### src/rtl/fetch_stage_if.sv
// fetch_stage_if: instruction-memory, redirect/stall and IF/ID signals of the fetch stage.
interface fetch_stage_if;
    logic        imem_req;
    logic [31:0] imem_addr;
    logic        imem_ready;
    logic [31:0] imem_rdata;
    logic        stall;
    logic        redirect;
    logic [31:0] redirect_pc;
    logic        id_valid;
    logic [31:0] id_ir;
    logic [31:0] id_pc;
    logic [31:0] id_pc_plus4;

    modport master (
        output imem_req, imem_addr, id_valid, id_ir, id_pc, id_pc_plus4,
        input  imem_ready, imem_rdata, stall, redirect, redirect_pc
    );

    modport slave (
        input  imem_req, imem_addr, id_valid, id_ir, id_pc, id_pc_plus4,
        output imem_ready, imem_rdata, stall, redirect, redirect_pc
    );
endinterface

### src/rtl/fetch_stage.sv
// fetch_stage: PC sequencing with a one-entry skid buffer (HOLD) and a drain state
// that swallows the response of a fetch overtaken by a redirect.
module fetch_stage #(
    parameter logic [31:0] RESET_PC  = 32'h0000_0000,
    parameter logic [31:0] NOP_INSTR = 32'h0000_0013
) (
    input logic           clk,
    input logic           rst,
    fetch_stage_if.master bus
);
    typedef enum logic [1:0] {FETCH, HOLD, DRAIN} state_t;

    state_t      state_q;
    logic [31:0] pc_q;
    logic [31:0] hold_ir_q;
    logic [31:0] hold_pc_q;
    logic [31:0] pend_pc_q;
    logic        id_valid_q;
    logic [31:0] id_ir_q;
    logic [31:0] id_pc_q;
    logic [31:0] id_pc_plus4_q;
    logic [31:0] pc_plus4_d;
    logic [31:0] redirect_pc_d;

    assign pc_plus4_d    = pc_q + 32'd4;
    assign redirect_pc_d = {bus.redirect_pc[31:2], 2'b00};

    assign bus.imem_req    = !rst && state_q != HOLD;
    assign bus.imem_addr   = pc_q;
    assign bus.id_valid    = id_valid_q;
    assign bus.id_ir       = id_ir_q;
    assign bus.id_pc       = id_pc_q;
    assign bus.id_pc_plus4 = id_pc_plus4_q;

    always_ff @(posedge clk) begin
        if (rst) begin
            state_q       <= FETCH;
            pc_q          <= RESET_PC;
            hold_ir_q     <= '0;
            hold_pc_q     <= '0;
            pend_pc_q     <= '0;
            id_valid_q    <= 1'b0;
            id_ir_q       <= NOP_INSTR;
            id_pc_q       <= '0;
            id_pc_plus4_q <= '0;
        end else begin
            // Redirect flushes IF/ID in every state and overrides stall.
            if (bus.redirect) begin
                id_valid_q <= 1'b0;
                id_ir_q    <= NOP_INSTR;
            end
            case (state_q)
                FETCH: begin
                    if (bus.redirect) begin
                        if (bus.imem_ready) begin
                            pc_q <= redirect_pc_d;
                        end else begin
                            pend_pc_q <= redirect_pc_d;
                            state_q   <= DRAIN;
                        end
                    end else if (bus.imem_ready) begin
                        pc_q <= pc_plus4_d;
                        if (bus.stall) begin
                            hold_ir_q <= bus.imem_rdata;
                            hold_pc_q <= pc_q;
                            state_q   <= HOLD;
                        end else begin
                            id_valid_q    <= 1'b1;
                            id_ir_q       <= bus.imem_rdata;
                            id_pc_q       <= pc_q;
                            id_pc_plus4_q <= pc_plus4_d;
                        end
                    end else if (!bus.stall) begin
                        id_valid_q <= 1'b0;
                        id_ir_q    <= NOP_INSTR;
                    end
                end
                HOLD: begin
                    if (bus.redirect) begin
                        pc_q    <= redirect_pc_d;
                        state_q <= FETCH;
                    end else if (!bus.stall) begin
                        id_valid_q    <= 1'b1;
                        id_ir_q       <= hold_ir_q;
                        id_pc_q       <= hold_pc_q;
                        id_pc_plus4_q <= hold_pc_q + 32'd4;
                        state_q       <= FETCH;
                    end
                end
                DRAIN: begin
                    // The stale response is dropped; the newest redirect target wins.
                    if (bus.imem_ready) begin
                        pc_q    <= bus.redirect ? redirect_pc_d : pend_pc_q;
                        state_q <= FETCH;
                    end else if (bus.redirect) begin
                        pend_pc_q <= redirect_pc_d;
                    end
                end
                default: state_q <= FETCH;
            endcase
        end
    end
endmodule

### src/flat_wrapper.sv
// flat-port wrapper written by rule: the top's interface ports become plain ports
module fetch_stage_flat 
#(
    parameter logic [31:0] RESET_PC  = 32'h0000_0000,
    parameter logic [31:0] NOP_INSTR = 32'h0000_0013
)
  (clk, rst, bus_imem_req, bus_imem_addr, bus_id_valid, bus_id_ir, bus_id_pc, bus_id_pc_plus4, bus_imem_ready, bus_imem_rdata, bus_stall, bus_redirect, bus_redirect_pc);
  fetch_stage_if bus_i ();
  input logic clk;
  input logic rst;
  output wire logic [$bits(bus_i.imem_req)-1:0] bus_imem_req;
  output wire logic [$bits(bus_i.imem_addr)-1:0] bus_imem_addr;
  output wire logic [$bits(bus_i.id_valid)-1:0] bus_id_valid;
  output wire logic [$bits(bus_i.id_ir)-1:0] bus_id_ir;
  output wire logic [$bits(bus_i.id_pc)-1:0] bus_id_pc;
  output wire logic [$bits(bus_i.id_pc_plus4)-1:0] bus_id_pc_plus4;
  input wire logic [$bits(bus_i.imem_ready)-1:0] bus_imem_ready;
  input wire logic [$bits(bus_i.imem_rdata)-1:0] bus_imem_rdata;
  input wire logic [$bits(bus_i.stall)-1:0] bus_stall;
  input wire logic [$bits(bus_i.redirect)-1:0] bus_redirect;
  input wire logic [$bits(bus_i.redirect_pc)-1:0] bus_redirect_pc;
  assign bus_imem_req = bus_i.imem_req;
  assign bus_imem_addr = bus_i.imem_addr;
  assign bus_id_valid = bus_i.id_valid;
  assign bus_id_ir = bus_i.id_ir;
  assign bus_id_pc = bus_i.id_pc;
  assign bus_id_pc_plus4 = bus_i.id_pc_plus4;
  assign bus_i.imem_ready = bus_imem_ready;
  assign bus_i.imem_rdata = bus_imem_rdata;
  assign bus_i.stall = bus_stall;
  assign bus_i.redirect = bus_redirect;
  assign bus_i.redirect_pc = bus_redirect_pc;
  fetch_stage #(.RESET_PC(RESET_PC), .NOP_INSTR(NOP_INSTR)) u_core (.clk(clk), .rst(rst), .bus(bus_i));
endmodule
### config.mk
export PLATFORM = sky130hd
export DESIGN_NAME = fetch_stage_flat
export DESIGN_NICKNAME = d
export VERILOG_FILES = /design/src/rtl/fetch_stage_if.sv /design/src/rtl/fetch_stage.sv /design/src/flat_wrapper.sv
export SDC_FILE = /design/constraint.sdc
export NUM_CORES = 1
export LEC_CHECK = 0
export ABC_AREA = 1
export CORE_ASPECT_RATIO = 0.7
export CORE_MARGIN = 2
export CORE_UTILIZATION = 58
export DETAILED_ROUTE_END_ITERATION = 10
export GPL_TIMING_DRIVEN = 0
export PLACE_DENSITY = 0.86
export SLEW_MARGIN = 10
export SYNTH_ARGS = -nofsm -noshare
export SYNTH_HDL_FRONTEND = slang
export SYNTH_SLANG_ARGS = --single-unit
### constraint.sdc
create_clock -name clk -period 6.65 [get_ports clk]
set_clock_uncertainty 0.2 [all_clocks]
set_input_delay 1.33 -clock clk [delete_from_list [all_inputs] [get_ports clk]]
set_output_delay 1.33 -clock clk [all_outputs]
set_load 0.005 [all_outputs]
==> metrics, run 1 <==
NetSw=0.00169 W; Pwr Density=between 200 and 300 nW/µm²; Post-Synthesis Cells=1,839; Total Negative Setup Slacks=0 ns; Synth area leader=dfxtp_1; initial antenna violation count=0; sequential area share after synthesis=0.374; worst path buffer plus inverter count=5; endpoints failing setup=0; Logic pwr share=0.313; I/O Buffers=a little under 200; most common cell in the netlist=nand2_1; initial core utilization=0.586; Min-Delay Path Depth=2; Die W=around 180 µm; TritonCTS clock tree=yes; hold crit path type=flip-flop to flip-flop; Unique masters post-synth=34; WL final=between 40 and 50 mm; fin nets=2,134; cts repair resizes=0; VDD IR max=0.257 mV; Mapped Nets=around 1.9k; drc violations=0; Sw Ratio=0.378; yosys warns=0; WP data arrival=approximately 3.2 ns; gr ovfl total=0; Iteration-0 DRC Markers=roughly 2k; row cnt=44; Seq pwr share=0.397; endpoint class of the critical path=primary output; leakage=around 6 nW; share of the synthesized area in the top cell type=0.374; CTS buffer count=23; later-pin clock latency in the skew report=0.52 ns; fin util=0.734; post-CTS setup buffer count=0; Crit path required time=5.12 ns; largest net degree at the start of global routing=14; Internal Power=0.00278 W; crit-path max cell delay=0.66 ns; Core Footprint=roughly 21,000 µm²; #FFs+latches synth=roughly 230; die area=21,900 µm²; Overall Power=0.00447 W; share of cells above drive strength 1=0.0333; Final period util=0.708; predominant post-synthesis flop cell=dfxtp_1; RR Startpoint=u_core.state_q[1]$_SDFFE_PP0P_; root buffer cell=clkbuf_16; cell family with most CP delay=buffers and inverters; Area Growth Syn to Fin=25.2%; H-Tree Depth=1; status=finished, final reports clean; post-route ant nets=0; Endpoint, Worst Hold=u_core.pend_pc_q[0]$_SDFFE_PP0P_; total clock sinks=225; CP cell instances=inv_1 > ha_1 > buf_2 > clkbuf_1 > buf_1 > nor2_1 > clkdlybuf4s50_1; Pre-Repair DR Iteration Count=8; Worst R2R Path Depth=11; synthesized area=12,000 µm²; number of synthesized flops with an enable pin=0; Crit Path Max Fanout=10; via-per-instance ratio=between 6 and 7; Clock power frac=0.290; first-pass GRT wire length=72.6 mm; wire per inst=20.2 µm; worst hold start=u_core.pend_pc_q[0]$_SDFFE_PP0P_; post-DP HPWL=35.4 mm; R2R setup slack=roughly 3.5 ns; commonest cells in the netlist=nand2_1 (501), a21oi_1 (247), dfxtp_1 (225); Slew @ Worst Pin=roughly 0.96 ns; RSZ-0062 raised after global routing=false; cts hold-fix bufs=0; FF-to-FF End=u_core.bus.id_pc_plus4[10]$_SDFFE_PP0P_; vias in the first global route=13.0k; clock buffer depth=3; clk slew on worst S/H paths=0.06 ns; GRT Resource Usage Total=0.420; Crit. Startpoint=u_core.state_q[1]$_SDFFE_PP0P_; startpoint class of the critical path=flip-flop; ys async rst share=0; min cycle time layout=4.71 ns; Slew Limit Headroom=0.357; I/O Pins=199; kind of critical path=flip-flop to primary output; CP max stage cell=clkbuf_1; Slew Limit Fails=0; Placer Congestion=roughly 1.0; DIE HEIGHT=124 µm; Vias=approximately 14k; max-cap check violation count=0; fmax=212 MHz; Final Hold Fails=0; syn_area_per_cell=6.54 µm²; largest cells by area after synthesis=dfxtp_1 (37%), nand2_1 (16%), a21oi_1 (10%), o21ai_0 (8.7%), inv_1 (4.8%)
metal layers:
| metal | routed length [µm] | global-route usage | part of all wire | vias to the layer above |
|---|---|---|---|---|
| met5 | 0 | 0 | 0 | - |
| met4 | 1760 | 0.143 | 0.037 | 0 |
| met3 | 7230 | 0.134 | 0.15 | 132 |
| met2 | 18900 | 0.594 | 0.40 | 1103 |
| met1 | 19600 | 0.600 | 0.41 | 6618 |
| li1 | - | - | - | 6608 |
through the flow:
step / setup slack [ns] / area (µm²) / hold WS, ns / std cells
3_5_place_dp: 2.39 / 14300 / 0.258 / 2310
3_3_place_gp: 2.40 / 14300 / 0.247 / 2310
2_1_floorplan: 3.22 / 12000 / 0.230 / 1839
4_1_cts: 2.09 / 15100 / 0.269 / 2351
5_1_grt: 1.89 / 15100 / 0.288 / 2351
6_report: 1.94 / 15100 / 0.268 / 2353
worst max-delay path by stage:
| stage | end | slack (ns) | cells past startpoint |
|---|---|---|---|
| finish | bus_imem_req | 1.94 | 7 |
| global route | bus_imem_req | 1.89 | 7 |
| CTS | bus_imem_req | 2.09 | 7 |
| detailed placement | bus_imem_req | 2.39 | 4 |
| global placement | bus_imem_req | 2.40 | 4 |
| floorplan | bus_imem_req | 3.22 | 3 |
power by group through the flow:
stage | Sequential (W) | Combinational [W] | Clock, W
6_report | 0.00177 | 0.00140 | 0.00130
3_5_place_dp | 0.00177 | 0.00133 | 0
2_1_floorplan | 0.00168 | 0.000749 | 0
5_1_grt | 0.00177 | 0.00151 | 0.00134
4_1_cts | 0.00175 | 0.00134 | 0.00128
3_3_place_gp | 0.00177 | 0.00130 | 0
cell usage in the layout (no fill, tap or decap), types with 2 or more instances in the layout:
cell type / n
inv_1: 153
nand3b_1: 2
a211oi_1: 33
clkbuf_16: 23
clkbuf_8: 5
o21bai_1: 4
and2_1: 3
nand4_1: 6
or2_2: 12
xnor2_1: 2
clkinv_1: 2
inv_2: 4
o2111ai_1: 2
nand3_1: 59
nor2_2: 2
nor3_1: 35
diode_2: 2
nand2_1: 501
buf_4: 2
xor2_1: 23
buf_2: 14
o21a_1: 6
o211ai_1: 12
clkinv_2: 3
a21oi_1: 247
a31oi_1: 35
clkbuf_1: 113
clkdlybuf4s50_1: 195
o211a_1: 2
ha_1: 6
buf_1: 6
nor2_1: 94
a221o_1: 29
o21ai_0: 208
dfxtp_1: 225
flip-flops by register name, indices dropped and copies added, names as in the netlist:
register and cells:
u_core.bus.imem_addr 32, u_core.state_q 2, u_core.hold_ir_q 32, u_core.hold_pc_q 32, u_core.bus.id_valid 1, u_core.bus.id_pc_plus4 32
u_core.bus.id_ir 32, u_core.bus.id_pc 30, u_core.pend_pc_q 32
layout make-up:
| class | count | area, µm² |
|---|---|---|
| fill | 1683 | 5470 |
| buffer | 128 | 505 |
| multi-input combinational | 1327 | 6420 |
| timing repair buffer | 195 | 1950 |
| inverter | 159 | 597 |
| antenna | 2 | 5.00 |
| tap | 276 | 345 |
| sequential | 225 | 4500 |
| clock buffer | 35 | 671 |
| clock inverter | 6 | 61.3 |
kinds of logic after synthesis:
kind of cell / count (synthesis) / synth area share
XOR/XNOR: 25 / 0.0182
flip-flops: 225 / 0.374
AND/OR/NAND/NOR: 717 / 0.240
AO/OA/AOI/OAI: 579 / 0.270
buffers and inverters: 287 / 0.0916
adder cells (fa/ha/maj): 6 / 0.00624
tightest hold or removal path: cells and delay by family (launching register included):
family / cells / cell delay, ns
flip-flops: 1 / 0.31
AND/OR/NAND/NOR: 1 / 0.06
AO/OA/AOI/OAI: 1 / 0.05
Note: power is estimated with default switching activity, not from simulation.
==> run 2, diff against run 1 <==
Settings changed: CORE_UTILIZATION 58 to 54, PLACE_DENSITY 0.86 to 0.81.
Clock period 6.65 ns to 4.64 ns, I/O delays scaled along.
==> run 2 against run 1 <==
  * Setup slack got worse by 1.5 ns
  * Count of clock-buffer cells in the layout fell by 4
  * Cell area rose by 0.67%
  * Combinational power rose by 44%
  * Global-route usage fell by 2.4 points
  * Critical path type unchanged
  * Largest power group unchanged
==> metrics, run 2 (synthesized netlist as in run 1, its figures left out) <==
Cell Area, Placed=14,300 µm² (about the same); kind of critical path=flip-flop to primary output (unchanged); post-route ant nets=0 (unchanged); initial core utilization=0.552 (was 0.586); GRT Resource Usage Total=0.396 (was 0.420); FILL cells=1,889 (was 1,683); WL final=48.6 mm (was 47.4 mm); Setup WS post-layout=0.414 ns (was 1.94 ns); H-Tree Depth=1 (unchanged); WHS=0.263 ns (was 0.268 ns); met3 usage=0.0815 (was 0.134); gr ovfl total=0 (unchanged); GRT Max-Usage Layer=met1 (unchanged); Final Hold Fails=0 (unchanged); TritonCTS clock tree=yes (unchanged); max-cap check violation count=0 (unchanged); CP cell instances=inv_1 > ha_1 > buf_2 > clkbuf_1 > buf_1 > nor2_1 > clkdlybuf4s50_1 (unchanged); crit-path max cell delay=0.64 ns (was 0.66 ns); root buffer cell=clkbuf_16 (unchanged); die area=23,500 µm² (was 21,900 µm²); later-pin clock latency in the skew report=0.53 ns (was 0.52 ns); drc violations=0 (unchanged); most frequent cells in the layout=nand2_1 (501), a21oi_1 (247), dfxtp_1 (225), o21ai_0 (208), clkdlybuf4s50_1 (195) (unchanged); RSZ-0062 raised after global routing=false (unchanged); Pre-Repair DR Iteration Count=8 (unchanged); WP data arrival=3.10 ns (was 3.18 ns); Crit path required time=3.51 ns (was 5.12 ns); Slew Limit Headroom=0.358 (was 0.357); met1 Usage GRT=0.599 (was 0.600); area of the multi-input gates=6420 µm² (unchanged); CTS buffer count=24 (was 23); Pwr Density=436 nW/µm² (was 296 nW/µm²); post-DP HPWL=36.2 mm (was 35.4 mm); row cnt=45 (was 44); Die W=182 µm (was 176 µm); endpoints failing setup=0 (unchanged); min cycle time layout=4.23 ns; endpoint class of the critical path=primary output (unchanged); Slew Limit Fails=0 (unchanged); clk slew on worst S/H paths=0.06 ns (about the same); Slew @ Worst Pin=0.958 ns (was 0.959 ns); Setup Slack @ Placement=0.826 ns (was 2.39 ns); Core Footprint=21,800 µm² (was 20,500 µm²); largest net degree at the start of global routing=16 (was 14); sequential cell area=4500 µm² (unchanged); cts repair resizes=0 (unchanged); placed cell count=2,316 (was 2,310); Min-Delay Path Depth=2 (unchanged); leakage=5.99 nW (was 5.95 nW); cts hold-fix bufs=0 (unchanged); Iteration-0 DRC Markers=2,338 (was 2,057); fin nets=2,135 (was 2,134); Area Growth Syn to Fin=26.1% (was 25.2%); VDD IR max=0.330 mV (was 0.257 mV); # diodes=0 (was 2); share of cells above drive strength 1=0.0357 (was 0.0333); design area=15,200 µm² (was 15,100 µm²); Vias=14.5k (about the same); Final period util=0.911; met2 usage=0.557 (was 0.594); initial antenna violation count=0 (unchanged); via-per-instance ratio=6.16 (was 6.15); I/O Buffers=195 (unchanged); Total Negative Setup Slacks=0 ns (unchanged); total clock sinks=225 (unchanged); Crit Path Max Fanout=10 (unchanged); CP max stage cell=clkbuf_1 (unchanged); post-CTS setup buffer count=0 (unchanged); hold crit path type=flip-flop to flip-flop (unchanged); Worst R2R Path Depth=11 (unchanged); I/O Pins=199 (unchanged); most common cell after layout, fill and taps aside=nand2_1 (unchanged); startpoint class of the critical path=flip-flop (unchanged); vias in the first global route=12.7k (was 13.0k); wire per inst=20.6 µm (was 20.2 µm); status=finished, final reports clean (unchanged); Placer Congestion=1.04 (was 1.03); DIE HEIGHT=129 µm (was 124 µm); first-pass GRT wire length=72.5 mm (was 72.6 mm); fmax=237 MHz; Post-Layout Cell Count=2,357 (was 2,353); clock buffer depth=3 (unchanged)
[run 2: cell count changes in the layout (fill, tap and decap cells not counted), sizes merged]
cell / previous run / this run
inv: 158 / 157
clkbuf: 141 / 137
clkinvlp: 1 / 4
diode: 2 / 0
bufinv: 1 / 3
[run 2: final cells by class]
type	instances	share of cell area
multi-input cells	1327	0.424
plain buffers	128	0.0333
flip-flops and latches	225	0.297
well taps	282	0.0233
inverters	159	0.0394
repair buffers	195	0.129
clock buffers	31	0.0454
clock inverters	10	0.00941
[run 2: path summary, 6_finish.rpt]
path	startpoint	slack, ns	endpoint
max	u_core.state_q[1]$_SDFFE_PP0P_	0.41	bus_imem_req
min	u_core.pend_pc_q[2]$_SDFFE_PP0P_	0.26	u_core.pend_pc_q[2]$_SDFFE_PP0P_
max reg2reg	u_core.state_q[1]$_SDFFE_PP0P_	1.40	u_core.bus.id_pc_plus4[30]$_SDFFE_PP0P_
min reg2reg	u_core.pend_pc_q[2]$_SDFFE_PP0P_	0.26	u_core.pend_pc_q[2]$_SDFFE_PP0P_
[run 2: stage by stage]
stage	utilization	power, W
finish	0.696	0.00661
global placement	0.658	0.00443
CTS	0.696	0.00648
global route	0.696	0.00682
floorplan	-	0.00349
detailed placement	0.658	0.00446
[run 2: power by group]
part	internal, W	leakage (nW)	switching (W)	total [W]
clock	0.00121	0.394	0.000843	0.00205
sequential	0.00218	1.84	0.000361	0.00254
combinational	0.000752	3.75	0.00126	0.00201
[run 2: metal layers]
metal  wire length (µm)  part of all wire
met1              20800              0.43
met2              19100              0.39
met3               6970              0.14
met4               1720             0.035
met5                  0                 0
[run 2: worst max-delay path: cells and delay by family, from the launching register on]
kind,cells,cell delay (ns)
buffers and inverters,5,1.92
adders and majority gates,1,0.16
and+or+nand+nor,1,0.13
DFF,1,0.36
